`src/rtl/dlx_id_hazard_pipe_if.sv`:
```
// ID back-end bundle: IF/ID fields, forwarding
// sources, control and the ID/EX register outputs.
interface dlx_id_hazard_pipe_if #(
  parameter int W    = 32,
  parameter int RA   = 5,
  parameter int NFWD = 2
);
  logic            dc_wait;
  logic            flush;
  logic            in_valid;
  logic [W-1:0]    in_npc;
  logic [RA-1:0]   in_rs1;
  logic [RA-1:0]   in_rs2;
  logic            in_use_rs2;
  logic [RA-1:0]   in_rd;
  logic            in_reg_wen;
  logic            in_is_load;
  logic [1:0]      in_br_mode;
  logic [W-1:0]    in_imm;
  logic [W-1:0]    rf_a;
  logic [W-1:0]    rf_b;
  logic [NFWD-1:0] fwd_valid;
  logic [NFWD*RA-1:0] fwd_rd;
  logic [NFWD*W-1:0]  fwd_data;
  logic            id_stall;
  logic            id_cond;
  logic [W-1:0]    id_target;
  logic            ex_valid;
  logic [W-1:0]    ex_a;
  logic [W-1:0]    ex_b;
  logic [W-1:0]    ex_imm;
  logic [W-1:0]    ex_npc;
  logic [RA-1:0]   ex_rd;
  logic            ex_reg_wen;
  logic            ex_is_load;

  modport master (
    output dc_wait, flush, in_valid, in_npc,
    output in_rs1, in_rs2, in_use_rs2, in_rd,
    output in_reg_wen, in_is_load, in_br_mode,
    output in_imm, rf_a, rf_b,
    output fwd_valid, fwd_rd, fwd_data,
    input  id_stall, id_cond, id_target,
    input  ex_valid, ex_a, ex_b, ex_imm, ex_npc,
    input  ex_rd, ex_reg_wen, ex_is_load
  );

  modport slave (
    input  dc_wait, flush, in_valid, in_npc,
    input  in_rs1, in_rs2, in_use_rs2, in_rd,
    input  in_reg_wen, in_is_load, in_br_mode,
    input  in_imm, rf_a, rf_b,
    input  fwd_valid, fwd_rd, fwd_data,
    output id_stall, id_cond, id_target,
    output ex_valid, ex_a, ex_b, ex_imm, ex_npc,
    output ex_rd, ex_reg_wen, ex_is_load
  );
endinterface

```
`src/rtl/dlx_id_hazard_pipe.sv`:
```
// DLX decode back end: operand forwarding, branch
// resolution, load/branch-use interlock, ID/EX register.
module dlx_id_hazard_pipe #(
  parameter int W        = 32,
  parameter int RA       = 5,
  parameter int NFWD     = 2,
  parameter int LOAD_LAT = 1
) (
  input logic clk,
  input logic rst,
  dlx_id_hazard_pipe_if.slave bus
);

  typedef enum logic {
    S_IDLE,
    S_WAIT
  } state_t;

  state_t       state, state_d;
  logic [2:0]   cnt, cnt_d;
  logic [W-1:0] op_a, op_b;
  logic         load_use, br_use, hazard;
  logic [2:0]   stall_len;
  logic         cond;
  logic         bubble, issue;

  // Priority forwarding: lowest source index wins, r0 never forwarded
  always_comb begin
    op_a = bus.rf_a;
    op_b = bus.rf_b;
    for (int j = NFWD - 1; j >= 0; j--) begin
      if (bus.fwd_valid[j] && bus.in_rs1 != '0 &&
          bus.fwd_rd[j*RA +: RA] == bus.in_rs1)
        op_a = bus.fwd_data[j*W +: W];
      if (bus.fwd_valid[j] && bus.in_rs2 != '0 &&
          bus.fwd_rd[j*RA +: RA] == bus.in_rs2)
        op_b = bus.fwd_data[j*W +: W];
    end
  end

  // Hazard detection against the instruction sitting in ID/EX
  always_comb begin
    load_use = bus.in_valid && bus.ex_valid &&
               bus.ex_is_load && bus.ex_reg_wen &&
               bus.ex_rd != '0 &&
               (bus.ex_rd == bus.in_rs1 ||
                (bus.in_use_rs2 &&
                 bus.ex_rd == bus.in_rs2));
    br_use   = bus.in_valid && bus.in_br_mode != 2'b00 &&
               bus.ex_valid && bus.ex_reg_wen &&
               !bus.ex_is_load && bus.ex_rd != '0 &&
               bus.ex_rd == bus.in_rs1;
    hazard    = state == S_IDLE && (load_use || br_use);
    stall_len = load_use ? 3'(LOAD_LAT) : 3'd1;
  end

  // Branch condition on the forwarded rs1 operand
  always_comb begin
    cond = 1'b0;
    unique case (bus.in_br_mode)
      2'b01:   cond = op_a == '0;
      2'b10:   cond = op_a != '0;
      2'b11:   cond = 1'b1;
      default: cond = 1'b0;
    endcase
  end

  // FSM state register
  always_ff @(posedge clk or posedge rst) begin
    if (rst) begin
      state <= S_IDLE;
      cnt   <= 3'd0;
    end else begin
      state <= state_d;
      cnt   <= cnt_d;
    end
  end

  // FSM next state: flush beats freeze beats interlock
  always_comb begin
    state_d = state;
    cnt_d   = cnt;
    if (bus.flush) begin
      state_d = S_IDLE;
      cnt_d   = 3'd0;
    end else if (!bus.dc_wait) begin
      unique case (state)
        S_WAIT: begin
          cnt_d = cnt - 3'd1;
          if (cnt <= 3'd1)
            state_d = S_IDLE;
        end
        default: begin
          if (hazard) begin
            cnt_d   = stall_len - 3'd1;
            state_d = stall_len > 3'd1 ? S_WAIT : S_IDLE;
          end
        end
      endcase
    end
  end

  // FSM outputs: stall, branch redirect, bubble/issue strobes
  always_comb begin
    bubble = !bus.flush && !bus.dc_wait &&
             (state == S_WAIT || hazard);
    issue  = !bus.flush && !bus.dc_wait &&
             state == S_IDLE && !hazard;
    bus.id_stall  = bus.dc_wait ||
                    (!bus.flush &&
                     (state == S_WAIT || hazard));
    bus.id_cond   = bus.in_valid && cond &&
                    !bus.id_stall && !bus.flush;
    bus.id_target = bus.in_npc + bus.in_imm;
  end

  // ID/EX register; bubbles only clear the valid bit
  always_ff @(posedge clk or posedge rst) begin
    if (rst) begin
      bus.ex_valid   <= 1'b0;
      bus.ex_a       <= '0;
      bus.ex_b       <= '0;
      bus.ex_imm     <= '0;
      bus.ex_npc     <= '0;
      bus.ex_rd      <= '0;
      bus.ex_reg_wen <= 1'b0;
      bus.ex_is_load <= 1'b0;
    end else if (bus.flush || bubble) begin
      bus.ex_valid <= 1'b0;
    end else if (issue) begin
      bus.ex_valid <= bus.in_valid;
      if (bus.in_valid) begin
        bus.ex_a       <= op_a;
        bus.ex_b       <= op_b;
        bus.ex_imm     <= bus.in_imm;
        bus.ex_npc     <= bus.in_npc;
        bus.ex_rd      <= bus.in_rd;
        bus.ex_reg_wen <= bus.in_reg_wen;
        bus.ex_is_load <= bus.in_is_load;
      end
    end
  end

endmodule

```
`src/flat_wrapper.sv`:
```
// flat-port wrapper written by rule: the top's interface ports become plain ports
module dlx_id_hazard_pipe_flat 
#(
  parameter int W        = 32,
  parameter int RA       = 5,
  parameter int NFWD     = 2,
  parameter int LOAD_LAT = 1
)
  (clk, rst, bus_dc_wait, bus_flush, bus_in_valid, bus_in_npc, bus_in_rs1, bus_in_rs2, bus_in_use_rs2, bus_in_rd, bus_in_reg_wen, bus_in_is_load, bus_in_br_mode, bus_in_imm, bus_rf_a, bus_rf_b, bus_fwd_valid, bus_fwd_rd, bus_fwd_data, bus_id_stall, bus_id_cond, bus_id_target, bus_ex_valid, bus_ex_a, bus_ex_b, bus_ex_imm, bus_ex_npc, bus_ex_rd, bus_ex_reg_wen, bus_ex_is_load);
  dlx_id_hazard_pipe_if #(.W(W), .RA(RA), .NFWD(NFWD)) bus_i ();
  input logic clk;
  input logic rst;
  input wire logic [$bits(bus_i.dc_wait)-1:0] bus_dc_wait;
  input wire logic [$bits(bus_i.flush)-1:0] bus_flush;
  input wire logic [$bits(bus_i.in_valid)-1:0] bus_in_valid;
  input wire logic [$bits(bus_i.in_npc)-1:0] bus_in_npc;
  input wire logic [$bits(bus_i.in_rs1)-1:0] bus_in_rs1;
  input wire logic [$bits(bus_i.in_rs2)-1:0] bus_in_rs2;
  input wire logic [$bits(bus_i.in_use_rs2)-1:0] bus_in_use_rs2;
  input wire logic [$bits(bus_i.in_rd)-1:0] bus_in_rd;
  input wire logic [$bits(bus_i.in_reg_wen)-1:0] bus_in_reg_wen;
  input wire logic [$bits(bus_i.in_is_load)-1:0] bus_in_is_load;
  input wire logic [$bits(bus_i.in_br_mode)-1:0] bus_in_br_mode;
  input wire logic [$bits(bus_i.in_imm)-1:0] bus_in_imm;
  input wire logic [$bits(bus_i.rf_a)-1:0] bus_rf_a;
  input wire logic [$bits(bus_i.rf_b)-1:0] bus_rf_b;
  input wire logic [$bits(bus_i.fwd_valid)-1:0] bus_fwd_valid;
  input wire logic [$bits(bus_i.fwd_rd)-1:0] bus_fwd_rd;
  input wire logic [$bits(bus_i.fwd_data)-1:0] bus_fwd_data;
  output wire logic [$bits(bus_i.id_stall)-1:0] bus_id_stall;
  output wire logic [$bits(bus_i.id_cond)-1:0] bus_id_cond;
  output wire logic [$bits(bus_i.id_target)-1:0] bus_id_target;
  output wire logic [$bits(bus_i.ex_valid)-1:0] bus_ex_valid;
  output wire logic [$bits(bus_i.ex_a)-1:0] bus_ex_a;
  output wire logic [$bits(bus_i.ex_b)-1:0] bus_ex_b;
  output wire logic [$bits(bus_i.ex_imm)-1:0] bus_ex_imm;
  output wire logic [$bits(bus_i.ex_npc)-1:0] bus_ex_npc;
  output wire logic [$bits(bus_i.ex_rd)-1:0] bus_ex_rd;
  output wire logic [$bits(bus_i.ex_reg_wen)-1:0] bus_ex_reg_wen;
  output wire logic [$bits(bus_i.ex_is_load)-1:0] bus_ex_is_load;
  assign bus_i.dc_wait = bus_dc_wait;
  assign bus_i.flush = bus_flush;
  assign bus_i.in_valid = bus_in_valid;
  assign bus_i.in_npc = bus_in_npc;
  assign bus_i.in_rs1 = bus_in_rs1;
  assign bus_i.in_rs2 = bus_in_rs2;
  assign bus_i.in_use_rs2 = bus_in_use_rs2;
  assign bus_i.in_rd = bus_in_rd;
  assign bus_i.in_reg_wen = bus_in_reg_wen;
  assign bus_i.in_is_load = bus_in_is_load;
  assign bus_i.in_br_mode = bus_in_br_mode;
  assign bus_i.in_imm = bus_in_imm;
  assign bus_i.rf_a = bus_rf_a;
  assign bus_i.rf_b = bus_rf_b;
  assign bus_i.fwd_valid = bus_fwd_valid;
  assign bus_i.fwd_rd = bus_fwd_rd;
  assign bus_i.fwd_data = bus_fwd_data;
  assign bus_id_stall = bus_i.id_stall;
  assign bus_id_cond = bus_i.id_cond;
  assign bus_id_target = bus_i.id_target;
  assign bus_ex_valid = bus_i.ex_valid;
  assign bus_ex_a = bus_i.ex_a;
  assign bus_ex_b = bus_i.ex_b;
  assign bus_ex_imm = bus_i.ex_imm;
  assign bus_ex_npc = bus_i.ex_npc;
  assign bus_ex_rd = bus_i.ex_rd;
  assign bus_ex_reg_wen = bus_i.ex_reg_wen;
  assign bus_ex_is_load = bus_i.ex_is_load;
  dlx_id_hazard_pipe #(.W(W), .RA(RA), .NFWD(NFWD), .LOAD_LAT(LOAD_LAT)) u_core (.clk(clk), .rst(rst), .bus(bus_i));
endmodule
```
`config.mk`:
```
export PLATFORM = sky130hd
export DESIGN_NAME = dlx_id_hazard_pipe_flat
export DESIGN_NICKNAME = d
export VERILOG_FILES = /design/src/rtl/dlx_id_hazard_pipe_if.sv /design/src/rtl/dlx_id_hazard_pipe.sv /design/src/flat_wrapper.sv
export SDC_FILE = /design/constraint.sdc
export NUM_CORES = 1
export LEC_CHECK = 0
export BUFFER_PORTS_ARGS = -buffer_cell sky130_fd_sc_hd__buf_4
export CORE_MARGIN = 4
export CORE_UTILIZATION = 39
export DETAILED_ROUTE_END_ITERATION = 6
export PLACE_DENSITY = 0.69
export SYNTH_ARGS = -nofsm -noshare
export SYNTH_HDL_FRONTEND = slang
export SYNTH_SLANG_ARGS = --single-unit
```
`constraint.sdc`:
```
create_clock -name clk -period 7.8 [get_ports clk]
set_clock_uncertainty 0.15 [all_clocks]
set_input_delay 0 -clock clk [delete_from_list [all_inputs] [get_ports clk]]
set_output_delay 0 -clock clk [all_outputs]
set_load 0.05 [all_outputs]
```
==> impl_metrics.ini <==
[status]
outcome = complete, no violations

[critical_path]
path_buf_inv = 4
reg2reg_from = u_core.bus.ex_rd[1]
crit_family = simple AND/OR/NAND/NOR gates
worstPathArrival_ns = 4.13
required_ns = 7.65
crit_path_frequent_cell = buf_4
worst_path_max_delay_cell = nor2_1
cp-end-kind = primary output
cp-start-kind = input pin
path_max_fanout = 21
slowest_delay_ns = 0.94
cp-startpoint = bus_in_rs1[0]
path_class = in2out
cp_cell_sequence = buf_4, xnor2_1, o211ai_2, buf_4, nor2_1, mux2_1, dlygate4sd3_1, mux2i_1, nand4_1, nor4_2, mux2i_1, nor2_1, buf_4

[routing]
routed_wl_um = 35400
ant_nets = 0
dr.pass1.iters = 5
wl_per_cell_um = 20.2
drt_iter0_drc = 636
via_per_inst = 5.32
drc_errors = 0
dr_total_vias = 9327

[logic_synthesis]
seq_area_frac_synth_pct = 40.7
synth_most_common_cell = dfrtp_1
async_reset_ff_share_pct = 100
syn_area_sq_mm = 0.00860
synthTopCellsByArea = dfrtp_1 (41%), mux2_1 (12%), ha_1 (4.8%), mux2i_1 (4.8%), xnor2_1 (4.2%)
ys_top_cells_by_count = dfrtp_1 (140), mux2_1 (93), o21ai_1 (71)
ys_ff_latch = 140
yosys.area.top_type = dfrtp_1
synth_edf_count = 0
syn-num-nets = 1147
yosysWarnings = 0
synthCells = 884
syn_avg_cell_area_sq_um = 9.73
synth_top_area_share_pct = 40.7
synth_ff_type = dfrtp_1
ys_types = 54

[global_route]
grt_start_max_net_pins = 75
antenna_found_initial = 1
overflow = 0
grt_pass1_vias = 9561
grt_use_total_pct = 28.1
grt_first_pass_wirelength_um = 53800

[power]
p_clk_share_pct = 25.6
p_comb_share_pct = 45.5
p_leak_uw = 0.00665
pwr-share-seq_pct = 28.8
ir_drop_mv = 0.119
swShare_pct = 43.0
p_sw_uw = 1410
internal-power_uw = 1870
powerDensity_mw_per_mm2 = 227

[placed_design]
gp_congestion = 0.921
placed_cells = 1522
portBuffers = 398
place_hpwl_um = 25600

[timing]
rsz0062_at_grt = no
setup_viol = 0
fmax_mhz = 233
drv_slew = 0
max-slew-margin-rel_pct = 18.0
hold_violations = 0
tightest_slew_ns = 1.23
holdWs_ns = 0.0219
finalCritPeriodShare_pct = 54.9
tns_ns = 0
fin_crit_ns = 4.28

[cells_and_area]
num-nets-final = 1722
area_delta_synth_final_pct = 67.6
fillers = 1688
post-route-util_pct = 66.3
final_layout_size_suffix_gt1_share_pct = 31.1
final_cells = 1753

[die]
core_area_sq_mm = 0.0218
ios = 399
start_util_pct = 39.5
rows = 54
die_x_um = 157
dieArea_sq_mm = 0.0245
die_h_um = 157

[hold_path]
hold_path_class = in2reg
hp-start = bus_fwd_data[62]

[cts]
cts-htree-levels = 4
cts_num_sinks = 140
path_clk_slew_ns = 0.06
cts_tree = built
postCtsResizedCells = 0
cts-buffers-inserted = 17
clockBufferDepth = 2
cts_hold_buf = 198
clk_latency_ns = 0.42
root_buffer = clkbuf_16
cts_setup_buffers = 0

[run]
drv_cap = 0
[worst reg2reg max path: stages (launching register included)]
cell	delay, ns
dfrtp_1	0.45
xor2_1	0.19
nor4_1	0.26
nand4_1	0.12
o31ai_1	0.09
a21oi_1	0.18
nand3_4	0.49
buf_4	0.70
buf_4	0.86
mux2_1	0.41
[registers in the layout (all words and copies together) (netlist names)]
| register | count |
|---|---|
| u_core.bus.ex_npc | 32 |
| u_core.bus.ex_imm | 32 |
| u_core.bus.ex_is_load | 1 |
| u_core.bus.ex_rd | 5 |
| u_core.bus.ex_valid | 1 |
| u_core.bus.ex_a | 32 |
| u_core.bus.ex_b | 32 |
| u_core.state | 1 |
| u_core.bus.ex_reg_wen | 1 |
| u_core.cnt | 3 |
[worst paths after layout]
kind | depth (start not counted) | slack (ns) | endpoint
max | 13 | 3.52 | bus_id_cond
min | 4 | 0.02 | u_core.bus.ex_a[30]
max reg2reg | 9 | 3.77 | u_core.bus.ex_a[15]
min reg2reg | 2 | 0.34 | u_core.bus.ex_b[20]
max in group asynchronous | 4 | 5.95 | u_core.bus.ex_rd[4]
min in group asynchronous | 3 | 0.11 | u_core.bus.ex_imm[14]
[cell usage in the layout, fill, tap and decap left out, types with 21 or more instances in the layout]
master,n
buf_4,407
dlygate4sd3_1,198
dfrtp_1,140
mux2_1,93
o21ai_1,71
nor2_1,69
a21oi_1,65
nand2_1,56
xnor2_1,41
mux2i_1,41
ha_1,33
nand3_1,29
nor3_1,27
a31oi_1,21
[stage by stage]
step / worst slack, ns / total power [uW] / area [sq um]
floorplan: 3.90 / 1830 / 8600
global placement: 3.86 / 2340 / 11800
detailed placement: 3.78 / 2350 / 11800
CTS: 3.59 / 3280 / 14400
global route: 3.19 / 3400 / 14400
finish: 3.52 / 3270 / 14400
[layout make-up]
| cell class | instances | area (sq um) | share of cell area (%) |
|---|---|---|---|
| well taps | 280 | 350 | 2.43 |
| clock buffers | 19 | 443 | 3.07 |
| multi-input cells | 680 | 4860 | 33.7 |
| diodes | 1 | 2.50 | 0.0174 |
| repair buffers | 605 | 5040 | 34.9 |
| inverters | 15 | 61.3 | 0.425 |
| flip-flops and latches | 140 | 3500 | 24.3 |
| clock inverters | 13 | 156 | 1.08 |
[power groups by stage]
stage / registers (uW) / clock network [uW] / logic [uW]
CTS: 941 / 855 / 1490
global placement: 949 / 0 / 1390
global route: 958 / 887 / 1560
floorplan: 1400 / 0 / 429
detailed placement: 953 / 0 / 1390
finish: 944 / 839 / 1490
[routing by layer]
layer  GRT usage, %  wire length, um
met5              0                0
met4           10.7             1330
met3           7.11             2580
met2           46.6            17000
met1           35.3            14400
[cell families after synthesis]
kind of cell	count (synthesis)	synth area share [%]
AOI/OAI and AO/OA	213	14.4
muxes	143	18.2
DFF	140	40.7
buffers and inverters	64	3.04
and+or+nand+nor	232	12.7
xor gates and xnor gates	58	5.91
adders and majority gates	34	5.03
No activity file was read; power rests on OpenSTA's default activity.
